### src/rtl/dt_arbiter.sv
// dt_arbiter: round-robin arbiter sharing one domain-transform converter between two requesters
module dt_arbiter #(
   parameter int TIMEOUT = 40
) (
   input  logic        clk,
   input  logic        reset,
   input  logic        req0,
   input  logic        req1,
   input  logic        mont0,
   input  logic        mont1,
   input  logic [31:0] px0,
   input  logic [31:0] py0,
   input  logic [31:0] px1,
   input  logic [31:0] py1,
   output logic        ack0,
   output logic        ack1,
   output logic [31:0] rsp_px,
   output logic [31:0] rsp_py,
   output logic        rsp_err,
   output logic        dt_in_sig,
   output logic        dt_to_mont,
   output logic [31:0] dt_px,
   output logic [31:0] dt_py,
   input  logic        dt_done,
   input  logic [31:0] dt_px_out,
   input  logic [31:0] dt_py_out
);
   localparam int CW = ($clog2(TIMEOUT + 1) > 6) ? $clog2(TIMEOUT + 1) : 6;

   typedef enum logic [1:0] {IDLE, ISSUE, WAIT, RESP} state_t;

   state_t        state, next;
   logic [CW-1:0] cnt;
   logic          grant, prio, pick, timeout;

   // prio names the requester that wins a tie; a lone request always wins
   assign pick      = (req0 & req1) ? prio : req1;
   // compare the value the counter is about to hold so the error ack lands at grant+1+TIMEOUT
   assign timeout   = (cnt + 1'b1) == CW'(TIMEOUT - 1);
   assign dt_in_sig = state == ISSUE;
   assign ack0      = (state == RESP) & ~grant;
   assign ack1      = (state == RESP) & grant;

   // state register
   always_ff @(posedge clk) begin
      if (!reset) state <= IDLE;
      else        state <= next;
   end

   // next-state decode; dt_done only matters while waiting
   always_comb begin
      next = state;
      case (state)
         IDLE:    if (req0 | req1) next = ISSUE;
         ISSUE:   next = WAIT;
         WAIT:    if (dt_done | timeout) next = RESP;
         RESP:    next = IDLE;
         default: next = IDLE;
      endcase
   end

   // grant latch, timeout counter, response capture and round-robin pointer
   always_ff @(posedge clk) begin
      if (!reset) begin
         grant      <= 1'b0;
         prio       <= 1'b0;
         cnt        <= '0;
         dt_to_mont <= 1'b0;
         dt_px      <= '0;
         dt_py      <= '0;
         rsp_px     <= '0;
         rsp_py     <= '0;
         rsp_err    <= 1'b0;
      end else begin
         case (state)
            IDLE: if (req0 | req1) begin
               grant      <= pick;
               dt_to_mont <= pick ? mont1 : mont0;
               dt_px      <= pick ? px1 : px0;
               dt_py      <= pick ? py1 : py0;
            end
            ISSUE: cnt <= '0;
            WAIT: begin
               cnt <= cnt + 1'b1;
               if (dt_done) begin
                  rsp_px  <= dt_px_out;
                  rsp_py  <= dt_py_out;
                  rsp_err <= 1'b0;
               end else if (timeout) begin
                  rsp_px  <= '0;
                  rsp_py  <= '0;
                  rsp_err <= 1'b1;
               end
            end
            RESP: prio <= ~grant;
            default: ;
         endcase
      end
   end
endmodule

### config.mk
export PLATFORM = sky130hd
export DESIGN_NAME = dt_arbiter
export DESIGN_NICKNAME = d
export VERILOG_FILES = /design/src/rtl/dt_arbiter.sv
export SDC_FILE = /design/constraint.sdc
export NUM_CORES = 1
export LEC_CHECK = 0
export ABC_AREA = 1
export ABC_CLOCK_PERIOD_IN_PS = 1720
export CORE_AREA = 5 5 138 140
export DETAILED_ROUTE_END_ITERATION = 7
export DIE_AREA = 0 0 143 145
export PLACE_DENSITY = 0.75
export SKIP_CTS_REPAIR_TIMING = 1
export SLEW_MARGIN = 10
export SYNTH_ARGS = -nofsm -noshare
export SYNTH_HDL_FRONTEND = slang
export SYNTH_SLANG_ARGS = --single-unit
### constraint.sdc
create_clock -name clk -period 1.72 [get_ports clk]
set_clock_uncertainty 0.15 [all_clocks]
set_input_delay 0.344 -clock clk [delete_from_list [all_inputs] [get_ports clk]]
set_output_delay 0.344 -clock clk [all_outputs]
set_load 0.01 [all_outputs]
# [After elaboration in Yosys (flattened, before gate mapping)]
# Index checks and enable logic that the tools add are counted.
[classes] add_sub_neg=1 n_eq_ne=6 mux=13 bitwise_logic=6 n_reduce_logical=6
[op_table] operator="32-bit 2-to-1 mux" n=5
[op_table] operator="6-bit case mux with 2 select lines" n=1
[op_table] operator="2-bit case mux with 4 select lines" n=1
[op_table] operator="6-bit by 1-bit adder with 6-bit output, second input constant" n=1
[op_table] operator="6-bit equality test, second input constant" n=1
[op_table] operator="2-bit AND reduction" n=3
[op_table] operator="2-bit equality test, second input constant" n=2
[op_table] operator="1-bit 2-to-1 mux" n=4
[op_table] operator="2-bit 2-to-1 mux" n=2
[op_table] operator="2-bit inequality test, second input constant" n=2
[op_table] operator="2-bit nonzero test" n=2
[op_table] operator="1-bit bitwise AND" n=3
[op_table] operator="2-bit by 1-bit equality test with 1-bit output, second input constant" n=1
[op_table] operator="2-bit zero test" n=1
[op_table] operator="1-bit OR" n=2
[op_table] operator="1-bit NOT" n=1
[word_totals] reg_bits=140 input_bits=199 out_inout_bits=133 word_cells=42

# [Longest topological paths before layout]
# Gate-level depths: netlist of the first run.
[depth] depth_word=5 mapped_depth=12 ltp_nobuf=10

# [Worst setup path before layout of the first run]
# OpenSTA, ideal clock, no wires.
[synth_path] path_kind="flip-flop to flip-flop" startpoint="reg state[0]" endpoint="reg dt_px[26]" setup_time_ns=0.116 t_arrival_ns=1.560 required_ns=1.454 setup_slack_ns=-0.106 stages_incl_launch_ff=10 n_path_buf=2 synth_period_minus_slack_ns=1.826 cell_sequence="dfxtp_1 -> inv_1 -> ha_1 -> o21ai_0 -> inv_1 -> clkbuf_1 -> clkbuf_1 -> nand3_1 -> o211ai_1 -> inv_1"
[synth_via] elab_chain_len=2
[synth_lines] item="start: declaration" line_no="32" rtl="state_t state, next;"
[synth_lines] item="start signal: assignment" line_no="47" rtl="else state <= next;"
[synth_lines] item="2-bit zero test" line_no="75" rtl="case (state)"
[synth_lines] item="2-bit AND reduction (no source line)"
[synth_lines] item="end signal: assignment" line_no="79" rtl="dt_px <= pick ? px1 : px0;"
[synth_lines] item="end: declaration" line_no="22" rtl="output logic [31:0] dt_px,"
# No other way between the ends.
# A chain may end at the register's enable or synchronous reset.

# [Worst setup path in the final report of the first run]
[layout_path] startpoint="reg cnt[0]" endpoint="reg rsp_px[7]"
[layout_via] elab_chain_len=4
[layout_lines] item="start: declaration" line_no="33" rtl="logic [CW-1:0] cnt;"
[layout_lines] item="start signal: assignment" line_no="84" rtl="cnt <= cnt + 1'b1;"
[layout_lines] item="6-bit by 1-bit adder with 6-bit output" line_no="39" rtl="assign timeout = (cnt + 1'b1) == CW'(TIMEOUT - 1);"
[layout_lines] item="6-bit equality test" line_no="39"
[layout_lines] item="2-bit nonzero test (no source line)"
[layout_lines] item="2-bit AND reduction (no source line)"
[layout_lines] item="end signal: assignment" line_no="86" rtl="rsp_px <= dt_px_out;"
[layout_lines] item="end: declaration" line_no="17" rtl="output logic [31:0] rsp_px,"
# No other way between the ends.

==> impl_metrics.csv, run 1 <==
group,metric,value,unit
status,run_status,"finished, violations left",
status,violations,"negative setup slack",
place,place.detailed.instances,1335,
global_route,global_route.usage.met1,0.211,
logic_synthesis,post_synth_inst_count,799,
global_route,gr-max-usage-layer,"met2",
critical_path,cp.required,1.85,ns
min_path,whs_path_depth,4,
timing,maxSlewViolCount,0,
clock_network,htree_levels,4,
min_path,hold_start,"reset",
timing,tightestPinTransition,0.363,ns
detailed_routing,final_routed_wirelength,23.0,mm
place,io_buffer_count,331,
detailed_routing,drtPass1Iterations,4,
critical_path,worstPathMaxFanout,7,
timing,period_share,1.04,
logic_synthesis,yosys_register_bits,140,
floorplan,placeableCoreArea,17700,sq um
final_layout,layout.nets,1345,
critical_path,r2r-start,"cnt[0]",
detailed_routing,detail_route.iter0.violations,238,
critical_path,setup.reg_to_reg.worst_slack,-0.08,ns
min_path,holdCritPathClass,"input pin to register",
timing,rsz_0062_raised_after_global_routing,"true",
floorplan,placement_rows,49,
critical_path,path_class,"register to register",
clock_network,root_buffer,"sky130_fd_sc_hd__clkbuf_16",
final_layout,final_core_util,0.655,
critical_path,timing.critical_path.slowest_cell_delay,0.37,ns
global_route,overflow_left_after_global_routing,0,
detailed_routing,vias_per_cell,4.76,
run,max_cap_viol_count,0,
detailed_routing,postRouteAntennaNets,0,
timing,timing.final.hold_violations,0,
global_route,first_global_vias,6159,
critical_path,crit_slowest_cell,"sky130_fd_sc_hd__dfxtp_4",
logic_synthesis,yosys_warnings,0,
floorplan,die-height,145,um
final_layout,layout.cell_area.non_filler,11600,sq um
timing,finalWorstSetupSlack,-0.0758,ns
timing,final_setup_violating_endpoints,51,
floorplan,initial_utilization,0.340,
place,pre_cts_slack,-0.405,ns
logic_synthesis,synthesized_cell_area,6030,sq um
logic_synthesis,avgSynthCellArea,7.54,sq um
floorplan,floorplan.die.width,143,um
clock_network,clock_insertion_delay_worst_skew,0.41,ns
global_route,wire_length_of_the_first_global_routing_pass,31.5,mm
global_route,antenna_violations_before_repair,2,
clock_network,tritoncts.num_buffers,17,
power_and_ir_drop,vdd.ir_drop.worst,668,uV
final_layout,drive_gt1_frac,0.212,
logic_synthesis,yosysTopAreaCell,"sky130_fd_sc_hd__dfxtp_1",
critical_path,critical_path.cell_chain,"ha_4 > nand3_2 > nand2_1 > nand2_2 > nor2_4 > nand3_4 > nand2_8 > nand2_8 > clkbuf_16 > nand2_4 > a21oi_2",
logic_synthesis,yosys-top-cells-count,"sky130_fd_sc_hd__nand2_1, sky130_fd_sc_hd__dfxtp_1, sky130_fd_sc_hd__inv_1",
place,finalWeightedCongestion,0.782,
global_route,track_usage,0.188,
critical_path,critical_path.startpoint_type,"register",
critical_path,critical_path.endpoint_type,"register",
logic_synthesis,synth-edff-count,0,
floorplan,dieArea,20700,sq um
floorplan,top_level_ports,332,
final_layout,area_growth_syn_to_layout,92.5,%
critical_path,crit_family,"simple AND/OR/NAND/NOR gates",
detailed_routing,dr_total_vias,6575,
place,place_hpwl,15.1,mm
critical_path,critPathBufInv,1,
logic_synthesis,synth-seq-area-share,0.465,
detailed_routing,drcViolationCount,0,
critical_path,cpMostUsedCell,"sky130_fd_sc_hd__nand2_8",
logic_synthesis,ys_async_sr_fraction,0,
place,dpl_cell_area,9710,sq um
critical_path,startpoint,"cnt[0]",
min_path,timing.hold.worst_endpoint,"state[1]",
timing,fmax,557,MHz
clock_network,tritoncts,"yes",
global_route,grt_start_max_net_pins,55,
final_layout,post_layout_nonfiller_instances,1381,
logic_synthesis,synth_largest_type_area_fraction,0.465,
clock_network,clkSlewWorstSetupHoldPaths,0.06,ns
logic_synthesis,yosys-top-cells-area,"sky130_fd_sc_hd__dfxtp_1, sky130_fd_sc_hd__nand2_1, sky130_fd_sc_hd__o211ai_1",
power_and_ir_drop,p_leak,6.67,nW
timing,hold_ws,0.275,ns
global_route,met3_usage,0.0997,
clock_network,cts.sink_count,140,
critical_path,r2r.worst_path.cells,11,
logic_synthesis,synth_most_common_cell,"sky130_fd_sc_hd__nand2_1",
logic_synthesis,syn-num-nets,1005,
power_and_ir_drop,power.density_cell_area,1240,nW/um^2
logic_synthesis,ys_dominant_reg_cell,"sky130_fd_sc_hd__dfxtp_1",
logic_synthesis,synth_cell_type_count,23,
timing,fin_crit,1.80,ns
critical_path,cp_data_arrival_time,1.92,ns
clock_network,cts.path.max_buffers,2,
timing,timing.slew.headroom,0.758,
global_route,met2_usage,0.306,
detailed_routing,wire_per_inst,16.6,um
critical_path,crit-reg2reg-capture,"rsp_px[7]",
logic make-up after synthesis:
family	Yosys count	synth area share
xor+xnor	1	0.00145
compound gates	143	0.161
buf+inv	139	0.102
fa+ha+maj	7	0.0145
flops	140	0.465
simple gates	369	0.257
metal layers:
layer | part of all wire | wire length [um]
met5 | 0.00057 | 13
met4 | 0.013 | 310
met3 | 0.11 | 2600
met2 | 0.50 | 11400
met1 | 0.38 | 8620
metrics by stage:
stage          setup TNS [ns]  power (mW)
2_1_floorplan               0        6.97
3_3_place_gp           -21.68        9.64
3_5_place_dp           -25.22        9.72
4_1_cts                -22.74        13.6
5_1_grt                 -6.15        15.2
6_report                -1.28        14.4
report_power, final:
group / switching, mW / leakage, nW / internal, mW
clock: 1.48 / 0.296 / 2.37
sequential: 0.454 / 1.15 / 4.02
combinational: 3.00 / 5.23 / 3.08
total: 4.94 / 6.67 / 9.48
worst max path at each step:
stage,to,slack (ns),cells past startpoint
floorplan,rsp_py[10],0.01,12
global placement,dt_px[31],-0.37,6
detailed placement,dt_py[22],-0.40,6
CTS,dt_in_sig,-0.41,3
global route,rsp_px[7],-0.15,9
finish,rsp_px[7],-0.08,11
flip-flops by register name, summed over array words and instances (netlist names):
register	flops
dt_px	32
dt_py	32
rsp_px	32
rsp_py	32
cnt	6
state	2
dt_to_mont	1
grant	1
prio	1
rsp_err	1
tightest hold or removal path: stages:
cell and delay (ns):
sky130_fd_sc_hd__buf_2 0.15, sky130_fd_sc_hd__buf_12 0.18, sky130_fd_sc_hd__nand2_1 0.08, sky130_fd_sc_hd__nor2_1 0.03
cell usage in the layout, fill, tap and decap left out, types with 11 or more instances in the layout:
cell type and instances:
sky130_fd_sc_hd__a21oi_1 11, sky130_fd_sc_hd__a21oi_2 62, sky130_fd_sc_hd__buf_12 11, sky130_fd_sc_hd__buf_4 17, sky130_fd_sc_hd__clkbuf_16 24, sky130_fd_sc_hd__clkdlybuf4s50_1 196
sky130_fd_sc_hd__dfxtp_1 134, sky130_fd_sc_hd__dlymetal6s2s_1 131, sky130_fd_sc_hd__inv_1 76, sky130_fd_sc_hd__nand2_1 213, sky130_fd_sc_hd__nand2_2 30, sky130_fd_sc_hd__nand2_4 41
sky130_fd_sc_hd__nand3_1 69, sky130_fd_sc_hd__o211ai_1 65
layout make-up:
type                    instances  area (sq um)
clock buffers                  19           453
inverters                      83           319
diodes                          1          2.50
clock inverters                12           163
repair buffers                374          4290
fillers                      1417          6110
flip-flops and latches        140          2820
well taps                     229           287
multi-input cells             522          3270
repair inverters                1          6.26
No activity file was read; power rests on OpenSTA's default activity.
==> run 2, diff against run 1 <==
Settings changed: ABC_AREA 1 to default, CORE_AREA 5 5 138 140 to 5 5 140 142, DIE_AREA 0 0 143 145 to 0 0 145 147, PLACE_DENSITY 0.75 to 0.76.
==> run 2 against run 1 <==
Net effect: critical path depth fell by 4; clock-buffer cell count is the same; via count down 0.40%; synthesized cell count down 17%; area after synthesis increased by 6.5%; hold slack improved by 0.061 ns; largest cell class unchanged; utilization down 1.1 points; the run still ends with negative setup slack left; sequential power fell by 3%.
==> impl_metrics.csv, run 2 <==
group,metric,value,unit
logic_synthesis,ys_async_sr_fraction,0,
timing,tightestPinTransition,0.404,ns
logic_synthesis,yosys_warnings,0,
critical_path,critPathBufInv,1,
final_layout,layout_commonest_cell,"sky130_fd_sc_hd__clkdlybuf4s50_1",
critical_path,cp_data_arrival_time,1.95,ns
final_layout,layout.cell_area.non_filler,11800,sq um
final_layout,antenna-diode-count,0,
timing,period_share,1.07,
timing,final_setup_violating_endpoints,61,
critical_path,timing.critical_path.slowest_cell_delay,0.37,ns
power_and_ir_drop,power.density_cell_area,1210,nW/um^2
logic_synthesis,yosys-top-cells-area,"sky130_fd_sc_hd__dfxtp_1, sky130_fd_sc_hd__a311oi_2, sky130_fd_sc_hd__mux2i_1",
logic_synthesis,synth-edff-count,0,
timing,maxSlewViolCount,0,
critical_path,path_class,"register to register",
logic_synthesis,avgSynthCellArea,9.71,sq um
clock_network,tritoncts.num_buffers,17,
clock_network,cts.sink_count,140,
final_layout,drive_gt1_frac,0.209,
detailed_routing,drtPass1Iterations,4,
floorplan,top_level_ports,332,
global_route,first_global_vias,6345,
detailed_routing,dr_total_vias,6549,
final_layout,area_growth_syn_to_layout,83.7,%
detailed_routing,final_routed_wirelength,24.1,mm
logic_synthesis,syn-num-nets,867,
logic_synthesis,post_synth_inst_count,661,
detailed_routing,drt-met1-wl,9.75,mm
timing,rsz_0062_raised_after_global_routing,"true",
detailed_routing,wire_per_inst,18.9,um
detailed_routing,vias_per_cell,5.15,
global_route,grt_start_max_net_pins,45,
timing,fmax,545,MHz
critical_path,worstPathMaxFanout,26,
place,finalWeightedCongestion,0.824,
logic_synthesis,yosys-top-cells-count,"sky130_fd_sc_hd__dfxtp_1, sky130_fd_sc_hd__nor2_1, sky130_fd_sc_hd__a21oi_1",
floorplan,floorplan.die.width,145,um
status,run_status,"finished, violations left",
place,dpl_cell_area,10500,sq um
floorplan,placement_rows,50,
global_route,antenna_violations_before_repair,0,
detailed_routing,top_layer_used,"met4",
run,max_cap_viol_count,0,
final_layout,multi_input_comb_area,3510,sq um
final_layout,final_cell_mix,"sky130_fd_sc_hd__clkdlybuf4s50_1, sky130_fd_sc_hd__dfxtp_1, sky130_fd_sc_hd__dlymetal6s2s_1",
clock_network,root_buffer,"sky130_fd_sc_hd__clkbuf_16",
power_and_ir_drop,p_leak,6.38,nW
detailed_routing,wl_met2,11.8,mm
place,io_buffer_count,331,
clock_network,clock_insertion_delay_worst_skew,0.40,ns
logic_synthesis,yosysTopAreaCell,"sky130_fd_sc_hd__dfxtp_1",
logic_synthesis,ys_dominant_reg_cell,"sky130_fd_sc_hd__dfxtp_1",
place,place_hpwl,17.1,mm
global_route,overflow_left_after_global_routing,0,
critical_path,setup.reg_to_reg.worst_slack,-0.11,ns
critical_path,crit_slowest_cell,"sky130_fd_sc_hd__dfxtp_4",
logic_synthesis,synthesized_cell_area,6420,sq um
logic_synthesis,synth_cell_type_count,31,
floorplan,placeableCoreArea,18300,sq um
critical_path,critical_path.cell_chain,"ha_4 > xnor2_4 > nor3b_4 > o211ai_2 > nand2_4 > buf_12 > a311oi_2",
place,place.detailed.instances,1229,
clock_network,cts.path.max_buffers,2,
detailed_routing,detailroute.wirelength.met3,1.93,mm
critical_path,critical_path.startpoint_type,"register",
clock_network,tritoncts,"yes",
final_layout,final_core_util,0.644,
timing,fin_crit,1.83,ns
final_layout,layout.nets,1230,
final_layout,post_layout_nonfiller_instances,1271,
power_and_ir_drop,vdd.ir_drop.worst,685,uV
timing,finalSetupTns,-4.32,ns
critical_path,cp.required,1.84,ns
detailed_routing,detail_route.iter0.violations,197,
logic_synthesis,yosys_register_bits,140,
status,violations,"negative setup slack",
critical_path,critical_path.endpoint_type,"register",
power_and_ir_drop,total_power,14.3,mW
logic_synthesis,synth_most_common_cell,"sky130_fd_sc_hd__dfxtp_1",
detailed_routing,postRouteAntennaNets,0,
final_layout,seq_area,2820,sq um
clock_network,clkSlewWorstSetupHoldPaths,0.06,ns
global_route,track_usage,0.201,
detailed_routing,drcViolationCount,0,
timing,timing.final.hold_violations,0,
timing,finalWorstSetupSlack,-0.113,ns
floorplan,initial_utilization,0.350,
critical_path,crit_family,"flip-flops",
floorplan,die-height,147,um
timing,timing.slew.headroom,0.730,
min_path,holdCritPathClass,"register to register",
floorplan,dieArea,21300,sq um
logic_synthesis,synth_largest_type_area_fraction,0.436,
clock_network,htree_levels,4,
global_route,wire_length_of_the_first_global_routing_pass,35.1,mm
final_layout,num-fill-cells,1432,
logic_synthesis,synth-seq-area-share,0.436,
[run 2: report_power, final]
part           switching [mW]  total (mW)  internal [mW]
Sequential              0.373        4.33           3.96
Clock                    1.45        3.74           2.29
Combinational            3.07        6.26           3.20
[run 2: logic make-up (layout without fill, tap and decap cells)]
| logic type | Yosys count | count (layout) | synth area share |
|---|---|---|---|
| XOR/XNOR | 2 | 2 | 0.00273 |
| buffers and inverters | 74 | 448 | 0.0544 |
| AND/OR/NAND/NOR | 161 | 161 | 0.100 |
| flip-flops | 140 | 140 | 0.436 |
| multiplexers | 66 | 66 | 0.103 |
| adder cells (fa/ha/maj) | 7 | 7 | 0.0136 |
| AO/OA/AOI/OAI | 211 | 213 | 0.290 |
[run 2: final cells by class]
| class | count | area share |
|---|---|---|
| Clock inverter | 13 | 0.0139 |
| Timing Repair Buffer | 407 | 0.385 |
| Inverter | 9 | 0.00329 |
| Tap cell | 234 | 0.0248 |
| Sequential cell | 140 | 0.239 |
| Multi-Input combinational cell | 449 | 0.298 |
| Clock buffer | 19 | 0.0367 |
[run 2: worst register-to-register path, delay by kind of cell (launching register included)]
family	cells	cell delay, ns
xor+xnor	1	0.13
flops	1	0.37
simple gates	2	0.36
buf+inv	1	0.23
fa+ha+maj	1	0.18
compound gates	2	0.29
[run 2: worst paths after layout]
check                           startpoint        end  cells past startpoint
worst max-delay path                cnt[0]  rsp_py[4]                      7
worst max register to register      cnt[0]  rsp_py[4]                      7
worst min-delay path                cnt[5]     cnt[5]                      2
worst min register to register      cnt[5]     cnt[5]                      2
[run 2: per-layer routing]
layer	vias to the layer above	track usage
met3	35	0.0700
li1	3176	-
met5	-	0
met1	3072	0.243
met4	0	0.0683
met2	266	0.334
[run 2: stage by stage]
step	hold WS [ns]	setup slack, ns
after detailed placement	0.334	-0.313
after floorplan	0.310	-0.0275
after global placement	0.321	-0.259
after CTS	0.338	-0.537
final	0.336	-0.113
after global routing	0.362	-0.196
